[src/rtl/video_timing_gen.sv]
// Raster timing generator: hCount/vCount, syncs and line/frame strobes from shadowed runtime timing.
// Optional VTG_FRAME_COUNT_EN adds a 16-bit frameCount output.
module video_timing_gen #(
  parameter int busWidth = 11
) (
  input  logic                clock,
  input  logic                resetN,
  input  logic                enable,
  input  logic [busWidth-1:0] resHorizontal,
  input  logic [busWidth-1:0] hFrontPorch,
  input  logic [busWidth-1:0] hSyncWidth,
  input  logic [busWidth-1:0] hBackPorch,
  input  logic [busWidth-1:0] resVertical,
  input  logic [busWidth-1:0] vFrontPorch,
  input  logic [busWidth-1:0] vSyncWidth,
  input  logic [busWidth-1:0] vBackPorch,
  input  logic                hSyncPol,
  input  logic                vSyncPol,
  output logic [busWidth-1:0] hCount,
  output logic [busWidth-1:0] vCount,
  output logic                hSync,
  output logic                vSync,
  output logic                lineStart,
  output logic                frameStart,
  output logic                configError
`ifdef VTG_FRAME_COUNT_EN
  ,
  output logic [15:0]         frameCount
`endif
);
  localparam int TW = busWidth + 2;
  localparam logic [TW-1:0] MaxTot = TW'(1 << busWidth);

  typedef enum logic [1:0] {IDLE, RUN, ERR} state_t;
  typedef struct packed {
    logic [busWidth-1:0] hRes, hFp, hSw, hBp, vRes, vFp, vSw, vBp;
    logic hPol, vPol;
  } cfg_t;

  state_t              state, nState;
  cfg_t                shadow, live, nCfg;
  logic [TW-1:0]       hTot, vTot, liveHTot, liveVTot;
  logic [TW-1:0]       nHStart, nHEnd, nVStart, nVEnd;
  logic                liveValid, capture, lastH, lastV;
  logic                hAct, vAct, nHAct, nVAct, nLine, nFrame;
  logic                hPolEff, vPolEff;
  logic [busWidth-1:0] nH, nV;

  function automatic logic [TW-1:0] ext(input logic [busWidth-1:0] x);
    return {2'b00, x};
  endfunction

  assign live = '{hRes: resHorizontal, hFp: hFrontPorch, hSw: hSyncWidth, hBp: hBackPorch,
                  vRes: resVertical, vFp: vFrontPorch, vSw: vSyncWidth, vBp: vBackPorch,
                  hPol: hSyncPol, vPol: vSyncPol};

  assign hTot     = ext(shadow.hRes) + ext(shadow.hFp) + ext(shadow.hSw) + ext(shadow.hBp);
  assign vTot     = ext(shadow.vRes) + ext(shadow.vFp) + ext(shadow.vSw) + ext(shadow.vBp);
  assign liveHTot = ext(live.hRes) + ext(live.hFp) + ext(live.hSw) + ext(live.hBp);
  assign liveVTot = ext(live.vRes) + ext(live.vFp) + ext(live.vSw) + ext(live.vBp);
  assign liveValid = (liveHTot <= MaxTot) && (liveVTot <= MaxTot) &&
                     (liveHTot >= TW'(2)) && (liveVTot >= TW'(1));

  assign lastH = (ext(hCount) == hTot - TW'(1));
  assign lastV = (ext(vCount) == vTot - TW'(1));

  always_ff @(posedge clock or negedge resetN)
    if (!resetN) state <= IDLE;
    else         state <= nState;

  // Next raster position and the config that will govern it; outputs are
  // then registered from these so syncs/strobes line up with the counters.
  always_comb begin
    nState  = state;
    capture = 1'b0;
    nH      = '0;
    nV      = '0;
    case (state)
      IDLE: capture = enable;
      ERR:  capture = 1'b1;
      RUN: begin
        if (lastH) begin
          if (lastV) capture = 1'b1;
          else       nV = vCount + 1'b1;
        end else begin
          nH = hCount + 1'b1;
          nV = vCount;
        end
      end
      default: nState = IDLE;
    endcase
    if (capture) nState = liveValid ? RUN : ERR;
    if (!enable) begin
      nState  = IDLE;
      capture = 1'b0;
    end
    nCfg = capture ? live : shadow;
    if (nState != RUN) begin
      nH = '0;
      nV = '0;
    end
    nLine  = (nState == RUN) && (nH == '0);
    nFrame = nLine && (nV == '0);
  end

  assign nHStart = ext(nCfg.hRes) + ext(nCfg.hFp);
  assign nHEnd   = nHStart + ext(nCfg.hSw);
  assign nVStart = ext(nCfg.vRes) + ext(nCfg.vFp);
  assign nVEnd   = nVStart + ext(nCfg.vSw);
  assign nHAct   = (nState == RUN) && (ext(nH) >= nHStart) && (ext(nH) < nHEnd);
  assign nVAct   = (nState == RUN) && (ext(nV) >= nVStart) && (ext(nV) < nVEnd);

  always_ff @(posedge clock or negedge resetN)
    if (!resetN) begin
      shadow      <= '0;
      hCount      <= '0;
      vCount      <= '0;
      hAct        <= 1'b0;
      vAct        <= 1'b0;
      lineStart   <= 1'b0;
      frameStart  <= 1'b0;
      configError <= 1'b0;
    end else begin
      if (capture) shadow <= live;
      hCount      <= nH;
      vCount      <= nV;
      hAct        <= nHAct;
      vAct        <= nVAct;
      lineStart   <= nLine;
      frameStart  <= nFrame;
      configError <= (nState == ERR);
    end

  // Idle has no captured polarity yet, so inactive level follows the live input.
  assign hPolEff = (state == IDLE) ? hSyncPol : shadow.hPol;
  assign vPolEff = (state == IDLE) ? vSyncPol : shadow.vPol;
  assign hSync   = hAct ? hPolEff : ~hPolEff;
  assign vSync   = vAct ? vPolEff : ~vPolEff;

`ifdef VTG_FRAME_COUNT_EN
  logic wrap;
  assign wrap = (state == RUN) && enable && lastH && lastV;

  always_ff @(posedge clock or negedge resetN)
    if (!resetN)      frameCount <= '0;
    else if (!enable) frameCount <= '0;
    else if (wrap)    frameCount <= frameCount + 16'd1;
`endif

endmodule

[config.mk]
export PLATFORM = sky130hd
export DESIGN_NAME = video_timing_gen
export DESIGN_NICKNAME = d
export VERILOG_FILES = /design/src/rtl/video_timing_gen.sv
export SDC_FILE = /design/constraint.sdc
export NUM_CORES = 1
export LEC_CHECK = 0
export CORE_MARGIN = 5
export CORE_UTILIZATION = 33
export CTS_CLUSTER_SIZE = 12
export DETAILED_ROUTE_END_ITERATION = 10
export SYNTH_ARGS = -nofsm -noshare
export SYNTH_HDL_FRONTEND = slang
export SYNTH_SLANG_ARGS = --single-unit
[constraint.sdc]
create_clock -name clock -period 11.6 [get_ports clock]
set_input_delay 2.32 -clock clock [delete_from_list [all_inputs] [get_ports clock]]
set_output_delay 2.32 -clock clock [all_outputs]
set_load 0.05 [all_outputs]
Word level (Yosys, flattened, before mapping). Index checks and enable logic that the tools add are counted.

$add $sub $neg: 20. Multipliers: 0. Div/mod/pow operators: 0. Magnitude comparators: 8. Eq/ne operators: 7. Shift-type cells: 0. Multiplexer cells: 20. Bitwise gates (word level): 2. Reduce and logical (&&, ||, !) cells: 13.

Operator list (count): 90-bit 2-to-1 mux (1); 12-bit by 11-bit adder with 13-bit output (6); 11-bit 2-to-1 mux (7); 11-bit by 11-bit adder with 12-bit output (6); 13-bit by 11-bit adder with 13-bit output (4); 11-bit by 13-bit equality test with 1-bit output (2); 13-bit by 12-bit less-or-equal comparator with 1-bit output, second input constant (2); 11-bit by 13-bit less-than comparator with 1-bit output (2); 13-bit by 1-bit subtractor with 13-bit output, second input constant (2); 11-bit by 12-bit >= comparator with 1-bit output (2); 11-bit by 1-bit adder with 11-bit output, second input constant (2); 11-bit logical NOT (2); 13-bit by 1-bit >= comparator with 1-bit output, second input constant (1); 13-bit by 2-bit >= comparator with 1-bit output, second input constant (1); 1-bit logical AND (9); 2-bit 2-to-1 mux (4); 1-bit 2-to-1 mux (7); 2-bit by 1-bit equality test with 1-bit output, second input constant (2); 2-bit equality test, second input constant (2); 1-bit one-hot mux with 3 select lines (1); 3-bit OR reduction (1); 2-bit logical NOT (1); 2-bit by 1-bit inequality test with 1-bit output, second input constant (1); 1-bit inverter (2).

Register bits after elaboration: 119. Latch bits: 0. RAM bits: 0. Memory bits (read-only): 0. Input bits: 93. Output and inout bits: 27. Word-level logic and storage cells: 88. Memories: 0.

Longest topological paths before layout. Gate-level depths: netlist of the first run.

Word-level depth: 15. Depth in mapped cells: 42. Mapped depth without buffers: 39.

Worst setup path after synthesis of the first run. OpenSTA, ideal clock, no wires.

Kind: reg-to-reg. Start: register shadow[55] (netlist name). End: register vAct. Library setup time: 94 ps. Arrival: 8240 ps. Data required time: 11506 ps. Setup slack: 3266 ps. Cell stages (with the launch flop): 40. Path buffers: 3. Clock period less this slack: 8334 ps. Cell sequence: dfrtp_1 -> inv_1 -> ha_1 -> inv_1 -> fa_1 -> inv_1 -> fa_1 -> inv_1 -> ha_1 -> buf_2 -> a21oi_1 -> nor2_1 -> or4_1 -> or4_1 -> nor4_1 -> nand4_1 -> o21ai_2 -> buf_6 -> (+4 left out) -> fa_1 -> inv_1 -> ha_1 -> a21o_1 -> a21oi_1 -> nor2b_1 -> o21ai_0 -> nand2b_1 -> a21oi_1 -> nor2b_1 -> o21a_1 -> or2_2 -> ha_1 -> a21oi_1 -> nor2b_1 -> a2111oi_0 -> a2111oi_0 -> a211oi_1.

RTL lines: from (decl) (line 41) `cfg_t shadow, live, nCfg;`; from (signal assigned) (line 124) `if (capture) shadow <= live;`; to (signal assigned) (line 128) `vAct <= nVAct;`; to (decl) (line 45) `logic hAct, vAct, nHAct, nVAct, nLine, nFrame;`.

==> impl_metrics.tcl, run 1 <==
set metrics [dict create \
    worstRegToRegCells 37 \
    fin_cells 1978 \
    cts_tree "done" \
    cts.reportedPaths.clkPinSlew_ns 0.07 \
    cts.sinks 119 \
    dpl.hpwl_um 31900 \
    crit_required_ns 11.94 \
    fmaxAchievable_mhz 107 \
    drt_iter0_drc 435 \
    drtAntennaViolNets 0 \
    critPathSlowestCell "or4_1" \
    numCtsBuffers 17 \
    overflow 0 \
    port_buffers 119 \
    final_cell_mix "ha_1 (166), inv_1 (152), dfrtp_1 (119)" \
    nFillCells 3786 \
    wl_um 37800 \
    first_pass_iters 5 \
    period_share_pct 80.3 \
    status "finished clean" \
    p_leak_nw 6.74 \
    maxSlewViolCount 0 \
    synth_fp_nets 1694 \
    r2r_start "shadow[55]" \
    r2r_end "vAct" \
    internal-power_mw 2.54 \
    syn_area_per_cell_um2 9.38 \
    critPathMaxFanout 54 \
    yosysSeqAreaShare_pct 23.6 \
    hold_start "shadow[0]" \
    cts_resized 0 \
    syn_inst 1345 \
    syn_to_final_growth_pct 18.4 \
    tightest_slew_ns 0.935 \
    synth_edf_count 0 \
    grt_use_total_pct 18.1 \
    gp_congestion 0.921 \
    vdd_ir_drop_max_mv 0.204 \
    cp.arrival_ns 9.65 \
    finalPower_mw 5.06 \
    vias 10100 \
    slew_headroom_pct 37.6 \
    rows 71 \
    post_cts_buffers 0 \
    hp-class "reg2reg" \
    die_h_um 205 \
    routed_via_density 5.10 \
    skew_ns 0.0162 \
    p_sw_share_pct 49.7 \
    yosysWarnings 0 \
    maxCapViolCount 0 \
    setup_viol 0 \
    rrSetupSlack_ns 2.29 \
    drive_gt1_share_pct 7.02 \
    die_w_um 205 \
    postCtsHoldBufs 0 \
    clockBufferDepth 2 \
    grt_pass1_vias 10600 \
    diodes 0 \
    ys_ff_latch 119 \
    pwr-share-seq_pct 10.9 \
    start_util_pct 33.5 \
    mostFrequentLayoutCell "ha_1" \
    powerDensity_mw_per_mm2 339 \
    hold_viol 0 \
    num-nets-final 1804 \
    grt_max_degree 68 \
    slowest_delay_ns 0.51 \
    synth_cell_type_count 69 \
    routedWlPerCell_um 19.1 \
    synthArstFlopShare_pct 100 \
    path_common_cell "inv_1" \
    io_pins 120 \
    seq_area_mm2 0.00298 \
    ctsRootBufferMaster "clkbuf_16" \
    multiInputGateArea_mm2 0.00894 \
    rsz0062_at_grt "no" \
    startpoint_type "register" \
    finalCriticalPeriod_ns 9.31 \
    antenna_found_initial 0 \
    finalSetupTns_ns 0 \
    coreArea_mm2 0.0377 \
    dpl.cell_count 1947 \
    clk_latency_ns 0.44 \
    power_switching_mw 2.52 \
    synth_ff_type "dfrtp_1" \
    drc 0 \
    dieArea_mm2 0.0422 \
    crit_type "reg2reg" \
    hold-path-cell-count 1 \
    syn_area_mm2 0.0126 \
    grt_pass1_wl_um 58800 \
    crit_path_end_kind "register" \
    clockPowerShare_pct 10.7 \
    power_frac_comb_pct 78.4 \
    cts_max_level 4 \
    hold_path_end "shadow[0]" \
]
==> worst max-delay path: cells and delay by family, from the launching register on <==
family	cells	cell delay, ns
buffers and inverters	7	0.85
muxes	1	0.42
and+or+nand+nor	10	2.40
adders and majority gates	8	2.80
DFF	1	0.34
AOI/OAI and AO/OA	11	2.37
==> cell usage after synthesis, types with 9 or more instances <==
master / n / area, um^2
a21o_1: 28 / 210
a21oi_1: 67 / 335
clkbuf_1: 27 / 101
dfrtp_1: 119 / 2980
fa_1: 90 / 1800
ha_1: 166 / 2080
inv_1: 152 / 571
mux2_2: 51 / 574
mux2i_1: 9 / 90.1
nand2_1: 105 / 394
nand2b_1: 17 / 106
nand3_1: 25 / 125
nand4_1: 13 / 81.3
nor2_1: 76 / 285
nor2b_1: 25 / 156
nor3_1: 21 / 105
o21a_1: 18 / 135
o21ai_0: 79 / 395
xnor2_1: 69 / 604
xor2_1: 44 / 385
==> final cells by class <==
class	count	area share, %
clock buffer	18	2.87
inverter	152	3.82
sequential	119	19.9
tap	511	4.28
clock inverter	13	0.997
timing repair buffer	124	8.21
multi-input combinational	1041	59.9
==> layer usage <==
layer | GRT usage, % | wire (um)
met1 | 23.2 | 16700
met2 | 32.0 | 19000
met3 | 2.57 | 1220
met4 | 5.07 | 818
met5 | 0 | 0
==> power by group through the flow <==
stage                     sequential [mW]  clock, mW  combinational (mW)
final                               0.552      0.539                3.97
after global routing                0.563      0.568                4.43
after CTS                           0.552      0.549                3.98
after detailed placement            0.560          0                3.94
after global placement              0.556          0                3.91
after floorplan                     0.559          0                3.00
==> sequential cells by signal (all words and copies together) (netlist names) <==
signal and flops:
lineStart 1, frameStart 1, state 2, hCount 11, vAct 1, shadow 90
hAct 1, configError 1, vCount 11
==> cell families after synthesis <==
kind of cell             share of synthesized area, %
AO/OA/AOI/OAI                                    13.3
XOR/XNOR                                         7.98
adder cells (fa/ha/maj)                          30.8
buffers and inverters                            5.59
flip-flops                                       23.6
multiplexers                                     5.27
AND/OR/NAND/NOR                                  13.5
==> per-stage QoR <==
stage	hold slack (ns)	utilization [%]	worst slack, ns	cell area, um^2
finish	0.511	39.6	2.29	14900
global route	0.550	39.6	1.65	14900
CTS	0.514	39.6	2.36	14900
detailed placement	0.498	38.1	2.37	14400
global placement	0.491	38.1	2.61	14400
floorplan	0.480	-	3.27	12600
==> worst max-delay path by stage <==
stage | depth (start not counted) | slack, ns | end | from
2_1_floorplan | 39 | 3.27 | vAct | shadow[55]
3_3_place_gp | 39 | 2.61 | hAct | shadow[55]
3_5_place_dp | 39 | 2.37 | hAct | shadow[55]
4_1_cts | 39 | 2.36 | hAct | shadow[55]
5_1_grt | 40 | 1.65 | hAct | shadow[55]
6_report | 37 | 2.29 | vAct | shadow[55]
Note: power is estimated with default switching activity, not from simulation.
==> run 2: changes to the inputs <==
clock period = 9.2 ns   (was 11.6 ns; I/O delays follow)
==> run 2 against run 1 <==
  * Combinational power rose by 28%
  * Design area rose by 0.99%
  * Clock power rose by 27%
  * First-iteration DRC count fell by 3.2%
  * Critical path depth rose by 1
  * Worst setup slack got worse by 1.8 ns
  * Worst hold slack got worse by 0.0064 ns
  * Sequential power rose by 26%
  * Flip-flop and latch count did not move
  * Non-clock buffer count rose by 10
  * Critical path type unchanged
  * Largest cell class unchanged
==> impl_metrics.tcl, run 2 (synthesis gave the netlist of run 1 again) <==
set metrics [dict create \
    drt_iter0_drc 421 \
    postCtsHoldBufs 0 \
    routedWlPerCell_um 18.8 \
    crit_path_end_kind "register" \
    tightest_slew_ns 0.950 \
    cts.sinks 119 \
    cts_max_level 4 \
    rows 71 \
    wl_um 37500 \
    hp-class "reg2reg" \
    final_cell_mix "ha_1 (164), inv_1 (152), dfrtp_1 (119)" \
    period_share_pct 95.0 \
    powerDensity_mw_per_mm2 429 \
    grt_max_degree 70 \
    max_flop_register "shadow" \
    cts_tree "done" \
    io_pins 120 \
    power_frac_comb_pct 78.7 \
    overflow 0 \
    drc 0 \
    diodes 0 \
    critPathMaxFanout 9 \
    num-nets-final 1814 \
    skew_ns 0.0230 \
    startpoint_type "register" \
    antenna_found_initial 0 \
    place_area_mm2 0.0144 \
    largest_reg_flops 90 \
    final_util_pct 40.0 \
    crit_type "reg2reg" \
    internal-power_mw 3.26 \
    syn_to_final_growth_pct 19.5 \
    hold_viol 0 \
    maxCapViolCount 0 \
    finalPower_mw 6.47 \
    port_buffers 119 \
    design_area_mm2 0.0151 \
    path_common_cell "ha_1" \
    mostFrequentLayoutCell "ha_1" \
    slowest_delay_ns 0.52 \
    pwr-share-seq_pct 10.7 \
    finalSetupTns_ns 0 \
    slew_headroom_pct 36.7 \
    grt_pass1_vias 10600 \
    setup_viol 0 \
    first_pass_iters 5 \
    nFillCells 3788 \
    coreArea_mm2 0.0377 \
    routed_via_density 5.07 \
    grt_use_total_pct 18.1 \
    gp_congestion 0.912 \
    status "finished clean" \
    clockPowerShare_pct 10.6 \
    cp.arrival_ns 9.11 \
    maxSlewViolCount 0 \
    power_switching_mw 3.21 \
    die_h_um 205 \
    critPathSlowestCell "or4_1" \
    clockBufferDepth 2 \
    drtAntennaViolNets 0 \
    p_sw_share_pct 49.6 \
    ctsRootBufferMaster "clkbuf_16" \
    fmaxAchievable_mhz 114 \
    dieArea_mm2 0.0422 \
    dpl.hpwl_um 31700 \
    die_w_um 205 \
    start_util_pct 33.5 \
    vias 10100 \
    vdd_ir_drop_max_mv 0.247 \
    crit_required_ns 9.57 \
    top_regs "shadow: 90 flops, hCount: 11 flops, vCount: 11 flops" \
    p_leak_nw 6.80 \
    cts.reportedPaths.clkPinSlew_ns 0.06 \
    drive_gt1_share_pct 8.25 \
    grt_pass1_wl_um 59100 \
    numCtsBuffers 17 \
    clk_latency_ns 0.44 \
    finalCriticalPeriod_ns 8.74 \
]
[run 2: power by group through the flow]
| stage | clock, mW | combinational [mW] | sequential (mW) |
|---|---|---|---|
| 6_report | 0.685 | 5.10 | 0.694 |
| 5_1_grt | 0.719 | 5.72 | 0.709 |
| 4_1_cts | 0.696 | 4.98 | 0.695 |
| 3_5_place_dp | 0 | 4.94 | 0.704 |
| 3_3_place_gp | 0 | 4.91 | 0.702 |
| 2_1_floorplan | 0 | 3.78 | 0.704 |
[run 2: final timing paths]
check | startpoint | endpoint | slack, ns | cells past startpoint
setup / recovery | shadow[56] | hAct | 0.46 | 38
hold / removal | shadow[1] | shadow[1] | 0.50 | 1
setup reg to reg | shadow[56] | hAct | 0.46 | 38
hold reg to reg | shadow[1] | shadow[1] | 0.50 | 1
max in group asynchronous | resetN | shadow[65] | 6.33 | 2
min in group asynchronous | resetN | shadow[26] | 1.46 | 1
[run 2: repair_timing]
action | in CTS | in global routing
endpoints found under the setup margin | 1 | 2
setup buffers | 3 | 2
endpoints found under the hold margin | 0 | 0
resized for setup | 0 | 15
pin swaps | 1 | 3
[run 2: worst max-delay path, delay by kind of cell (launching register included)]
| kind | cells | cell delay [ns] |
|---|---|---|
| buf+inv | 5 | 0.57 |
| xor+xnor | 3 | 0.59 |
| flops | 1 | 0.36 |
| compound gates | 10 | 1.75 |
| mux | 1 | 0.35 |
| simple gates | 12 | 2.56 |
| fa+ha+maj | 7 | 2.49 |
[run 2: layer usage]
| layer | track usage, % | vias to the layer above | routed length (um) |
|---|---|---|---|
| met2 | 32.1 | 226 | 19000 |
| met1 | 23.1 | 4952 | 16200 |
| met5 | 0 | - | 0 |
| met4 | 4.57 | 0 | 746 |
| li1 | - | 4867 | - |
| met3 | 2.77 | 33 | 1550 |
[run 2: final cells by class]
class / count / area (um^2) / area share (%)
repair buffers: 134 / 1320 / 8.74
flip-flops and latches: 119 / 2980 / 19.8
clock buffers: 19 / 433 / 2.87
well taps: 511 / 639 / 4.24
multi-input cells: 1041 / 8990 / 59.6
clock inverters: 13 / 146 / 0.971
inverters: 152 / 571 / 3.78
[run 2: metrics by stage]
| step | instances | setup slack, ns | hold slack [ns] |
|---|---|---|---|
| 6_report | 1989 | 0.459 | 0.505 |
| 5_1_grt | 1989 | -0.0118 | 0.528 |
| 4_1_cts | 1987 | 0.230 | 0.508 |
| 3_5_place_dp | 1952 | 0.132 | 0.496 |
| 3_3_place_gp | 1952 | 0.200 | 0.491 |
| 2_1_floorplan | 1345 | 0.866 | 0.480 |
==> run 3: changes to the inputs <==
SLEW_MARGIN = 20   (was unset)
==> results of run 3 <==
Same layout as run 2: the final DEF is identical, and so are final timing and power.
